===== config.mk =====
export PLATFORM = sky130hd
export DESIGN_NAME = clk_reset_sequencer
export DESIGN_NICKNAME = d
export VERILOG_FILES = /design/src/rtl/clk_reset_sequencer.sv
export SDC_FILE = /design/constraint.sdc
export NUM_CORES = 1
export LEC_CHECK = 0
export ABC_AREA = 1
export BUFFER_PORTS_ARGS = -buffer_cell sky130_fd_sc_hd__buf_2
export CAP_MARGIN = 40
export CELL_PAD_IN_SITES_DETAIL_PLACEMENT = 0
export CELL_PAD_IN_SITES_GLOBAL_PLACEMENT = 1
export CORE_ASPECT_RATIO = 2
export CORE_MARGIN = 2
export CORE_UTILIZATION = 40
export CTS_BUF_LIST = sky130_fd_sc_hd__clkbuf_4
export DETAILED_ROUTE_END_ITERATION = 12
export PLACE_DENSITY = 0.83
export SLEW_MARGIN = 5
export SYNTH_ARGS = -nofsm -noshare
export SYNTH_HDL_FRONTEND = slang
export SYNTH_SLANG_ARGS = --single-unit

===== constraint.sdc =====
create_clock -name i_clk -period 1.6 [get_ports i_clk]
set_clock_uncertainty 0.15 [all_clocks]
set_input_delay 0.32 -clock i_clk [delete_from_list [all_inputs] [get_ports i_clk]]
set_output_delay 0.32 -clock i_clk [all_outputs]
set_load 0.1 [all_outputs]

===== src/rtl/clk_reset_sequencer.sv =====
// Bring-up sequencer: holds core reset until the reference toggle proves alive,
// times the SDRAM power-up wait, pulses init start, and re-enters reset on stall.
module clk_reset_sequencer #(
    parameter int STABLE_CYCLES  = 1024,
    parameter int POWERUP_CYCLES = 8000,
    parameter int WD_CYCLES      = 64
) (
    input  logic       i_clk,
    input  logic       i_reset,
    input  logic       i_ref_toggle,
    output logic       o_reset,
    output logic       o_sdram_go,
    output logic       o_ready,
    output logic [7:0] o_fault_cnt
);

    localparam int CNT_MAX = (STABLE_CYCLES > POWERUP_CYCLES) ? STABLE_CYCLES : POWERUP_CYCLES;
    localparam int CNT_W   = $clog2(CNT_MAX);
    localparam int WD_W    = $clog2(WD_CYCLES + 1);

    localparam logic [CNT_W-1:0] STABLE_LAST = CNT_W'(STABLE_CYCLES - 1);
    localparam logic [CNT_W-1:0] PWRUP_LAST  = CNT_W'(POWERUP_CYCLES - 1);
    localparam logic [WD_W-1:0]  WD_LIMIT    = WD_W'(WD_CYCLES);

    typedef enum logic [1:0] {
        S_HOLD,
        S_STABLE,
        S_PWRUP,
        S_RUN
    } state_t;

    state_t           state_q, state_d;
    logic [CNT_W-1:0] cnt_q, cnt_d;
    logic [WD_W-1:0]  wd_q, wd_d;
    logic [7:0]       fault_q, fault_d;
    logic             reset_q, reset_d;
    logic             go_q, go_d;
    logic             ready_q, ready_d;
    logic [2:0]       sync_q, sync_d;
    logic             ref_edge;
    logic             stall;

    function automatic logic [7:0] sat_inc8(input logic [7:0] v);
        return (v == 8'hFF) ? v : v + 8'd1;
    endfunction

    // Bits [1:0] form the metastability synchronizer; bit 2 is the edge-detect delay.
    assign sync_d   = {sync_q[1:0], i_ref_toggle};
    assign ref_edge = sync_q[1] ^ sync_q[2];
    assign stall    = (wd_q == WD_LIMIT);

    always_comb begin
        wd_d = wd_q;
        if (ref_edge) begin
            wd_d = '0;
        end else if (!stall) begin
            wd_d = wd_q + WD_W'(1);
        end
    end

    always_comb begin
        state_d = state_q;
        cnt_d   = cnt_q;
        fault_d = fault_q;
        go_d    = 1'b0;
        case (state_q)
            S_HOLD: begin
                cnt_d = '0;
                if (ref_edge) begin
                    state_d = S_STABLE;
                end
            end
            S_STABLE: begin
                if (stall) begin
                    state_d = S_HOLD;
                    cnt_d   = '0;
                    fault_d = sat_inc8(fault_q);
                end else if (cnt_q == STABLE_LAST) begin
                    state_d = S_PWRUP;
                    cnt_d   = '0;
                end else begin
                    cnt_d = cnt_q + CNT_W'(1);
                end
            end
            S_PWRUP: begin
                // A stall on the completion cycle wins, so no go pulse escapes.
                if (stall) begin
                    state_d = S_HOLD;
                    cnt_d   = '0;
                    fault_d = sat_inc8(fault_q);
                end else if (cnt_q == PWRUP_LAST) begin
                    state_d = S_RUN;
                    cnt_d   = '0;
                    go_d    = 1'b1;
                end else begin
                    cnt_d = cnt_q + CNT_W'(1);
                end
            end
            S_RUN: begin
                if (stall) begin
                    state_d = S_HOLD;
                    fault_d = sat_inc8(fault_q);
                end
            end
            default: begin
                state_d = S_HOLD;
                cnt_d   = '0;
            end
        endcase
        reset_d = (state_d == S_HOLD) || (state_d == S_STABLE);
        ready_d = (state_d == S_RUN);
    end

    always_ff @(posedge i_clk) begin
        if (i_reset) begin
            state_q <= S_HOLD;
            cnt_q   <= '0;
            wd_q    <= '0;
            fault_q <= '0;
            reset_q <= 1'b1;
            go_q    <= 1'b0;
            ready_q <= 1'b0;
            sync_q  <= '0;
        end else begin
            state_q <= state_d;
            cnt_q   <= cnt_d;
            wd_q    <= wd_d;
            fault_q <= fault_d;
            reset_q <= reset_d;
            go_q    <= go_d;
            ready_q <= ready_d;
            sync_q  <= sync_d;
        end
    end

    assign o_reset     = reset_q;
    assign o_sdram_go  = go_q;
    assign o_ready     = ready_q;
    assign o_fault_cnt = fault_q;

endmodule

## Word level (Yosys, flattened, before mapping)

Cells that the tools add are included.
W data, S select, Z words.

- Flip-flop bits (word level): 36
- Logic and storage cells: 44
- Input port bits: 3

- Muxes and demuxes: 13
- Reductions and logical operators: 8
- Bitwise logic cells: 3
- Add/sub/neg operators: 3
- Eq/ne operators: 9

Operator list:

| kind | count |
|---|---|
| $mux W13 | 4 |
| $pmux W13 S3 | 1 |
| $add A13 B1 Y13 const B | 1 |
| $eq A13 B10 Y1 const B | 1 |
| $eq A13 B13 Y1 const B | 1 |
| $mux W2 | 6 |
| $add A8 B1 Y8 const B | 1 |
| $eq A8 B8 Y1 const B | 1 |
| $pmux W2 S4 | 1 |
| $add A7 B1 Y7 const B | 1 |
| $eq A7 B7 Y1 const B | 1 |
| $eq A2 B2 Y1 const B | 3 |
| $reduce_or A3 Y1 | 2 |
| $eq A2 B1 Y1 const B | 2 |
| $logic_not A2 Y1 | 2 |
| $reduce_and A3 Y1 | 1 |
| $reduce_bool A3 Y1 | 1 |
| $not A1 Y1 | 2 |
| $reduce_or A2 Y1 | 1 |
| $logic_or A1 B1 Y1 | 1 |
| $mux W1 | 1 |
| $xor A1 B1 Y1 | 1 |

## Longest topological paths before layout

Gate-level depths: netlist of run 1.

- Depth after elaboration: 6
- Mapped depth: 11

## Least setup slack after synthesis of run 1

OpenSTA, ideal clock, no wires.

- Path type: flip-flop to flip-flop
- From: register fault_q[3] (netlist: o_fault_cnt[3])
- To: register fault_q[3] (netlist: o_fault_cnt[3])
- Setup time: 0.138 ns
- Arrival time: 1.878 ns
- Path slack: -0.566 ns
- Cell stages (with the launch flop): 8
- Cells stage by stage: dfxtp_1 -> nand2_1 -> nor2_1 -> nand4_1 -> nand3_4 -> inv_2 -> nand2_1 -> a21oi_1

- Word-level cells in the longest chain between the ends: 3
- Elaborated cells between the ends (all ways): 4

Ends and longest elaborated chain:

| what | RTL line | source |
|---|---|---|
| start: declaration | 35 | `logic [7:0] fault_q, fault_d;` |
| start signal: assignment | 128 | `fault_q <= fault_d;` |
| branches (longest 3 deep; another with $add A8 B1 Y8) | -- |  |

Parallel ways; which one is timed is not known.
A chain may end at the register's enable or synchronous reset.

## Worst setup path after layout of run 1

- From: register go_q (netlist: o_sdram_go)
- To: output o_sdram_go

RTL lines:

| what | RTL line | source |
|---|---|---|
| start: declaration | 37 | `logic go_q, go_d;` |
| start signal: assignment | 130 | `go_q <= go_d;` |
| end: declaration | 12 | `output logic o_sdram_go,` |

No word-level cell between the ends.

==> flow_summary.json, run 1 <==
{
  "yosys.area.top_type_share": 0.3529,
  "endpoint_kind": "output port",
  "cp_cell_sequence": "buf_2",
  "wire_per_inst_um": 12.26,
  "p_comb_frac": 0.109,
  "num_antenna_cells": 0,
  "maxSlewHeadroom": 0.6786,
  "slowest_stage": "buf_2",
  "clockPowerShare": 0.319,
  "worstPathRequired_ns": 1.13,
  "dieArea_um2": 5727,
  "start_util": 0.4159,
  "min_path_type": "in2reg",
  "crit_path_start_kind": "flip-flop",
  "cap_violations": 0,
  "rsz0062_at_grt": "yes",
  "finalHoldViolations": 0,
  "fin_crit_sh": 0.9753,
  "drc": 0,
  "min_from": "i_ref_toggle",
  "hpwl_mm": 3.489,
  "num_rows": 36,
  "via_per_inst": 4.838,
  "total_power_uw": 1584,
  "grt_overflow": 0,
  "setup_slack_ns": 0.03950,
  "synth_common_cells": "nand2_1, dfxtp_1, inv_1",
  "post-place-ws_ns": -0.008505,
  "whs_ns": 0.01582,
  "max_stage_delay_ns": 0.41,
  "cts_sinks": 36,
  "slew_violations": 0,
  "place_congestion": 0.8141,
  "first_pass_iters": 4,
  "synthArstFlopShare": 0,
  "synth_area_um2": 2042,
  "grt_max_degree": 19,
  "postSynthAreaPerCell_um2": 7.293,
  "clockRootBuffer": "clkbuf_4",
  "wl_met3_um": 72,
  "drt_iter0_drc": 30,
  "vdd_drop_max_mv": 0.5759,
  "post-route-min-period_ns": 1.560,
  "die_h_um": 105.0,
  "synthCells": 280,
  "clockBufferDepth": 2,
  "tightest_slew_ns": 0.4855,
  "status": "finished, final reports clean",
  "syn_to_final_growth_pct": 30.27,
  "crit_fanout": 1,
  "worstReg2RegEnd": "cnt_q[10]$_SDFFE_PP0P_",
  "seq_power_share": 0.572,
  "crit_buf_inv": 1,
  "setup_viol": 0,
  "cts_tree": "done",
  "hold_depth": 3,
  "ys_ff_latch": 36,
  "p_per_area_nw_per_um2": 595.6,
  "synth.most_common_cell": "nand2_1",
  "p_leak_uw": 0.001117,
  "track_usage": 0.1820,
  "cp_top_family": "buffers and inverters",
  "highest_layer": "met4",
  "wl_met1_mm": 1.754,
  "swShare": 0.2701,
  "antenna_left": 0,
  "ys.warnings.count": 0,
  "synthDistinctLibCells": 29,
  "p_sw_uw": 427.8,
  "cts_made_buffers": 5,
  "htreeDepth": 2,
  "route.met2.wl_mm": 2.767,
  "routed_wl_mm": 4.682,
  "fmax_mhz": 640.8,
  "port_buffers": 13,
  "io_pins": 14,
  "crit_arrival_ns": 1.09,
  "ys_seq_area_frac": 0.3529,
  "synth-edff-count": 0,
  "reg2reg_from": "state_q[0]$_SDFF_PP0_",
  "grt_pass1_wl_mm": 7.734,
  "intPower_uw": 1156,
  "place_area_um2": 2401,
  "antenna_found_initial": 0,
  "nets": 336,
  "die_x_um": 54.52,
  "clk_latency_ns": 0.35,
  "rr_worst_depth": 9,
  "grt_pass1_vias": 1764,
  "core_um2": 4910,
  "stdcell_area_um2": 2660,
  "clk_pin_slew_ns": 0.12,
  "vias": 1848,
  "drive_gt1_frac": 0.3754,
  "ys_top_cells_by_area": "dfxtp_1, nand2_1, inv_1",
  "post-route-util": 0.5418,
  "rrSetupSlack_ns": 0.05,
  "cts_hold_buf": 0,
  "critical_path_class": "reg2out",
  "ys.flop_type": "dfxtp_1",
  "synth_top_cell_by_area": "dfxtp_1",
  "holdPathEnd": "sync_q[0]$_SDFF_PP0_",
  "synth_fp_nets": 292
}
[cells by family (layout without fill, tap and decap cells)]
group | after synthesis | count (layout) | share of synthesized area
AO/OA/AOI/OAI | 32 | 32 | 0.09804
XOR/XNOR | 15 | 15 | 0.06434
adder cells (fa/ha/maj) | 9 | 9 | 0.05515
buffers and inverters | 41 | 86 | 0.08088
flip-flops | 36 | 36 | 0.3529
AND/OR/NAND/NOR | 147 | 147 | 0.3487
[what timing repair did]
action | 4_1_cts | 5_1_grt
setup endpoints to repair | 21 | 25
gates resized for setup | 16 | 29
cloned | 0 | 1
setup buffers | 0 | 3
endpoints found under the hold margin | 0 | 0
pin swaps | 0 | 6
[flip-flops by register name, summed over array words and instances, names as in the netlist]
signal	cells
o_reset	1
o_sdram_go	1
o_ready	1
o_fault_cnt	8
wd_q	7
state_q	2
cnt_q	13
sync_q	3
[stage by stage]
stage | instances | TNS [ns]
finish | 382 | 0
global placement | 370 | 0
floorplan | 280 | 0
global route | 382 | -0.2468
detailed placement | 370 | -0.01060
CTS | 378 | 0
[metal layers]
metal	vias up	GRT usage
li1	973	-
met1	851	0.1823
met2	16	0.3417
met3	8	0.03429
met4	0	0.06429
met5	-	0
[placed cells by master, fill, tap and decap left out, types with 7 or more instances in the layout]
cell type | synthesis | layout
nand3_2 | 8 | 10
buf_4 | 1 | 31
a21oi_2 | 9 | 11
nand2_2 | 7 | 7
dfxtp_2 | 0 | 10
inv_1 | 33 | 27
xor2_1 | 11 | 11
nand2_1 | 66 | 65
inv_2 | 2 | 7
dfxtp_1 | 36 | 20
nor2_2 | 5 | 7
nand3_1 | 17 | 14
nor2_1 | 30 | 28
a21oi_1 | 17 | 15
[final cells by class]
type / instances / area (um^2)
clock inverter: 2 / 11.26
clock buffer: 6 / 45.04
inverter: 36 / 142.6
timing repair buffer: 42 / 374.1
tap: 57 / 71.32
sequential: 36 / 755.7
multi-input combinational: 203 / 1260
fill: 484 / 2250
[power by group through the flow]
stage	registers (uW)	logic [uW]	clock network, uW
after global placement	924	145	0
final	906	173	505
after global routing	908	193	566
after floorplan	926	90.4	0
after CTS	904	147	525
after detailed placement	924	145	0
[worst max path at each step]
stage                                startpoint                           to  cells past startpoint
finish                    o_sdram_go$_SDFF_PP0_                   o_sdram_go                      1
CTS                       state_q[0]$_SDFF_PP0_        cnt_q[0]$_SDFFE_PP0P_                      9
global placement          state_q[0]$_SDFF_PP0_       cnt_q[12]$_SDFFE_PP0P_                      9
floorplan           o_fault_cnt[1]$_SDFFE_PP0P_  o_fault_cnt[7]$_SDFFE_PP0P_                      6
global route               wd_q[0]$_SDFFE_PP0N_        cnt_q[5]$_SDFFE_PP0P_                     10
detailed placement        cnt_q[0]$_SDFFE_PP0P_           o_ready$_SDFF_PP0_                     10
Power figures use the tool's default switching activity.
==> run 2, diff against run 1 <==
--- a/config.mk
+++ b/config.mk
@@ -15,6 +15,7 @@
 export CORE_UTILIZATION = 40
 export CTS_BUF_LIST = sky130_fd_sc_hd__clkbuf_4
 export DETAILED_ROUTE_END_ITERATION = 12
+export MAX_ROUTING_LAYER = met4
 export PLACE_DENSITY = 0.83
 export SLEW_MARGIN = 5
 export SYNTH_ARGS = -nofsm -noshare
==> flow_summary.json, run 2 (synthesis results as in run 1) <==
{
  "status": "finished, final reports clean",
  "grt_pass1_vias": 1762,
  "reg2reg_from": "cnt_q[0]$_SDFFE_PP0P_",
  "num_rows": 36,
  "vias": 1872,
  "min_from": "i_ref_toggle",
  "fin_crit_sh": 0.9754,
  "setup_viol": 0,
  "route.met2.wl_mm": 2.839,
  "first_pass_iters": 4,
  "whs_ns": 0.02996,
  "fill_cells": 481,
  "largest_reg_flops": 13,
  "die_x_um": 54.52,
  "cts_tree": "done",
  "critical_path_class": "reg2reg",
  "antenna_found_initial": 0,
  "track_usage": 0.1870,
  "rsz0062_at_grt": "yes",
  "clk_latency_ns": 0.34,
  "layout_commonest_cell": "nand2_1",
  "top_register": "cnt_q",
  "drive_gt1_frac": 0.3823,
  "num_antenna_cells": 0,
  "antenna_left": 0,
  "nets": 338,
  "cp_top_family": "flip-flops",
  "cts_sinks": 36,
  "grt_pass1_wl_mm": 7.748,
  "die_h_um": 105.0,
  "hpwl_mm": 3.489,
  "cp_cell_sequence": "ha_4, nand3_4, inv_2, nand2_4, o21ai_2, nand2_2, buf_12, nand3b_1, a21oi_2",
  "dieArea_um2": 5727,
  "htreeDepth": 2,
  "clockBufferDepth": 2,
  "cap_violations": 0,
  "via_per_inst": 4.875,
  "grt_overflow": 0,
  "clockRootBuffer": "clkbuf_4",
  "endpoint_kind": "flip-flop",
  "clk_pin_slew_ns": 0.11,
  "drt_iter0_drc": 33,
  "slew_violations": 0,
  "cts_made_buffers": 5,
  "wl_met3_um": 52,
  "cp-startpoint": "cnt_q[0]$_SDFFE_PP0P_",
  "routed_wl_mm": 4.764,
  "p_leak_uw": 0.001125,
  "min_path_type": "in2reg",
  "highest_layer": "met4",
  "vdd_drop_max_mv": 0.6060,
  "maxSlewHeadroom": 0.6786,
  "crit_path_start_kind": "flip-flop",
  "fin_cells": 384,
  "port_buffers": 13,
  "io_pins": 14,
  "slowest_stage": "dfxtp_2",
  "crit_arrival_ns": 1.64,
  "p_per_area_nw_per_um2": 587.5,
  "syn_to_final_growth_pct": 31.37,
  "drc": 0,
  "dp_cells": 370,
  "worstPathRequired_ns": 1.68,
  "max_stage_delay_ns": 0.37,
  "core_um2": 4910,
  "crit_fanout": 13,
  "crit_buf_inv": 2,
  "tightest_slew_ns": 0.4855,
  "wl_met1_mm": 1.818,
  "wire_per_inst_um": 12.41,
  "place_congestion": 0.8261,
  "fmax_mhz": 640.7,
  "grt_max_degree": 19,
  "mostFrequentLayoutCells": "nand2_1, buf_4, inv_1",
  "start_util": 0.4159,
  "post-route-min-period_ns": 1.561,
  "finalHoldViolations": 0
}
run 2: cell type report:
cell class | count | area (um^2) | share of cell area
flip-flops and latches | 36 | 755.7 | 0.2817
clock inverters | 2 | 11.26 | 0.004198
repair buffers | 44 | 385.4 | 0.1437
inverters | 36 | 142.6 | 0.05317
well taps | 57 | 71.32 | 0.02659
multi-input cells | 203 | 1271 | 0.4739
clock buffers | 6 | 45.04 | 0.01679
run 2: tightest hold or removal path, stage by stage:
cell	delay [ns]
buf_2	0.09
inv_1	0.04
nor2_1	0.03
run 2: final timing paths:
path                           endpoint  slack, ns  cells after the start
setup / recovery  cnt_q[5]$_SDFFE_PP0P_       0.04                      9
hold / removal     sync_q[0]$_SDFF_PP0_       0.03                      3
setup reg to reg  cnt_q[5]$_SDFFE_PP0P_       0.04                      9
hold reg to reg    sync_q[1]$_SDFF_PP0_       0.26                      2
run 2: what timing repair did:
action,4_1_cts,5_1_grt
pin swaps,0,8
hold buffers,0,0
resized for setup,16,32
setup endpoints to repair,21,25
cloned,0,1
setup buffers,0,5
run 2: per-stage QoR:
stage	instance area, um^2	setup TNS [ns]	total power (uW)	setup slack [ns]	util
6_report	2683	0	1576	0.03931	0.5464
5_1_grt	2683	-0.2547	1662	-0.05673	0.5464
4_1_cts	2495	0	1576	0.001287	0.5082
3_5_place_dp	2401	-0.01060	1070	-0.008505	0.4890
3_3_place_gp	2401	0	1069	0.02088	0.4890
2_1_floorplan	2067	0	1016	0.0002782	-
run 2: layer usage:
metal | track usage | vias to the layer above
li1 | - | 975
met1 | 0.1859 | 882
met2 | 0.3391 | 11
met3 | 0.03429 | 4
met4 | 0.06429 | 0
met5 | - | -
run 2: where the power goes:
| group | switching [uW] | internal [uW] | total, uW | leakage [uW] |
|---|---|---|---|---|
| Clock | 312 | 184 | 496 | 0.0000293 |
| Sequential | 7.87 | 898 | 906 | 0.000301 |
| Combinational | 101 | 73.7 | 174 | 0.000795 |
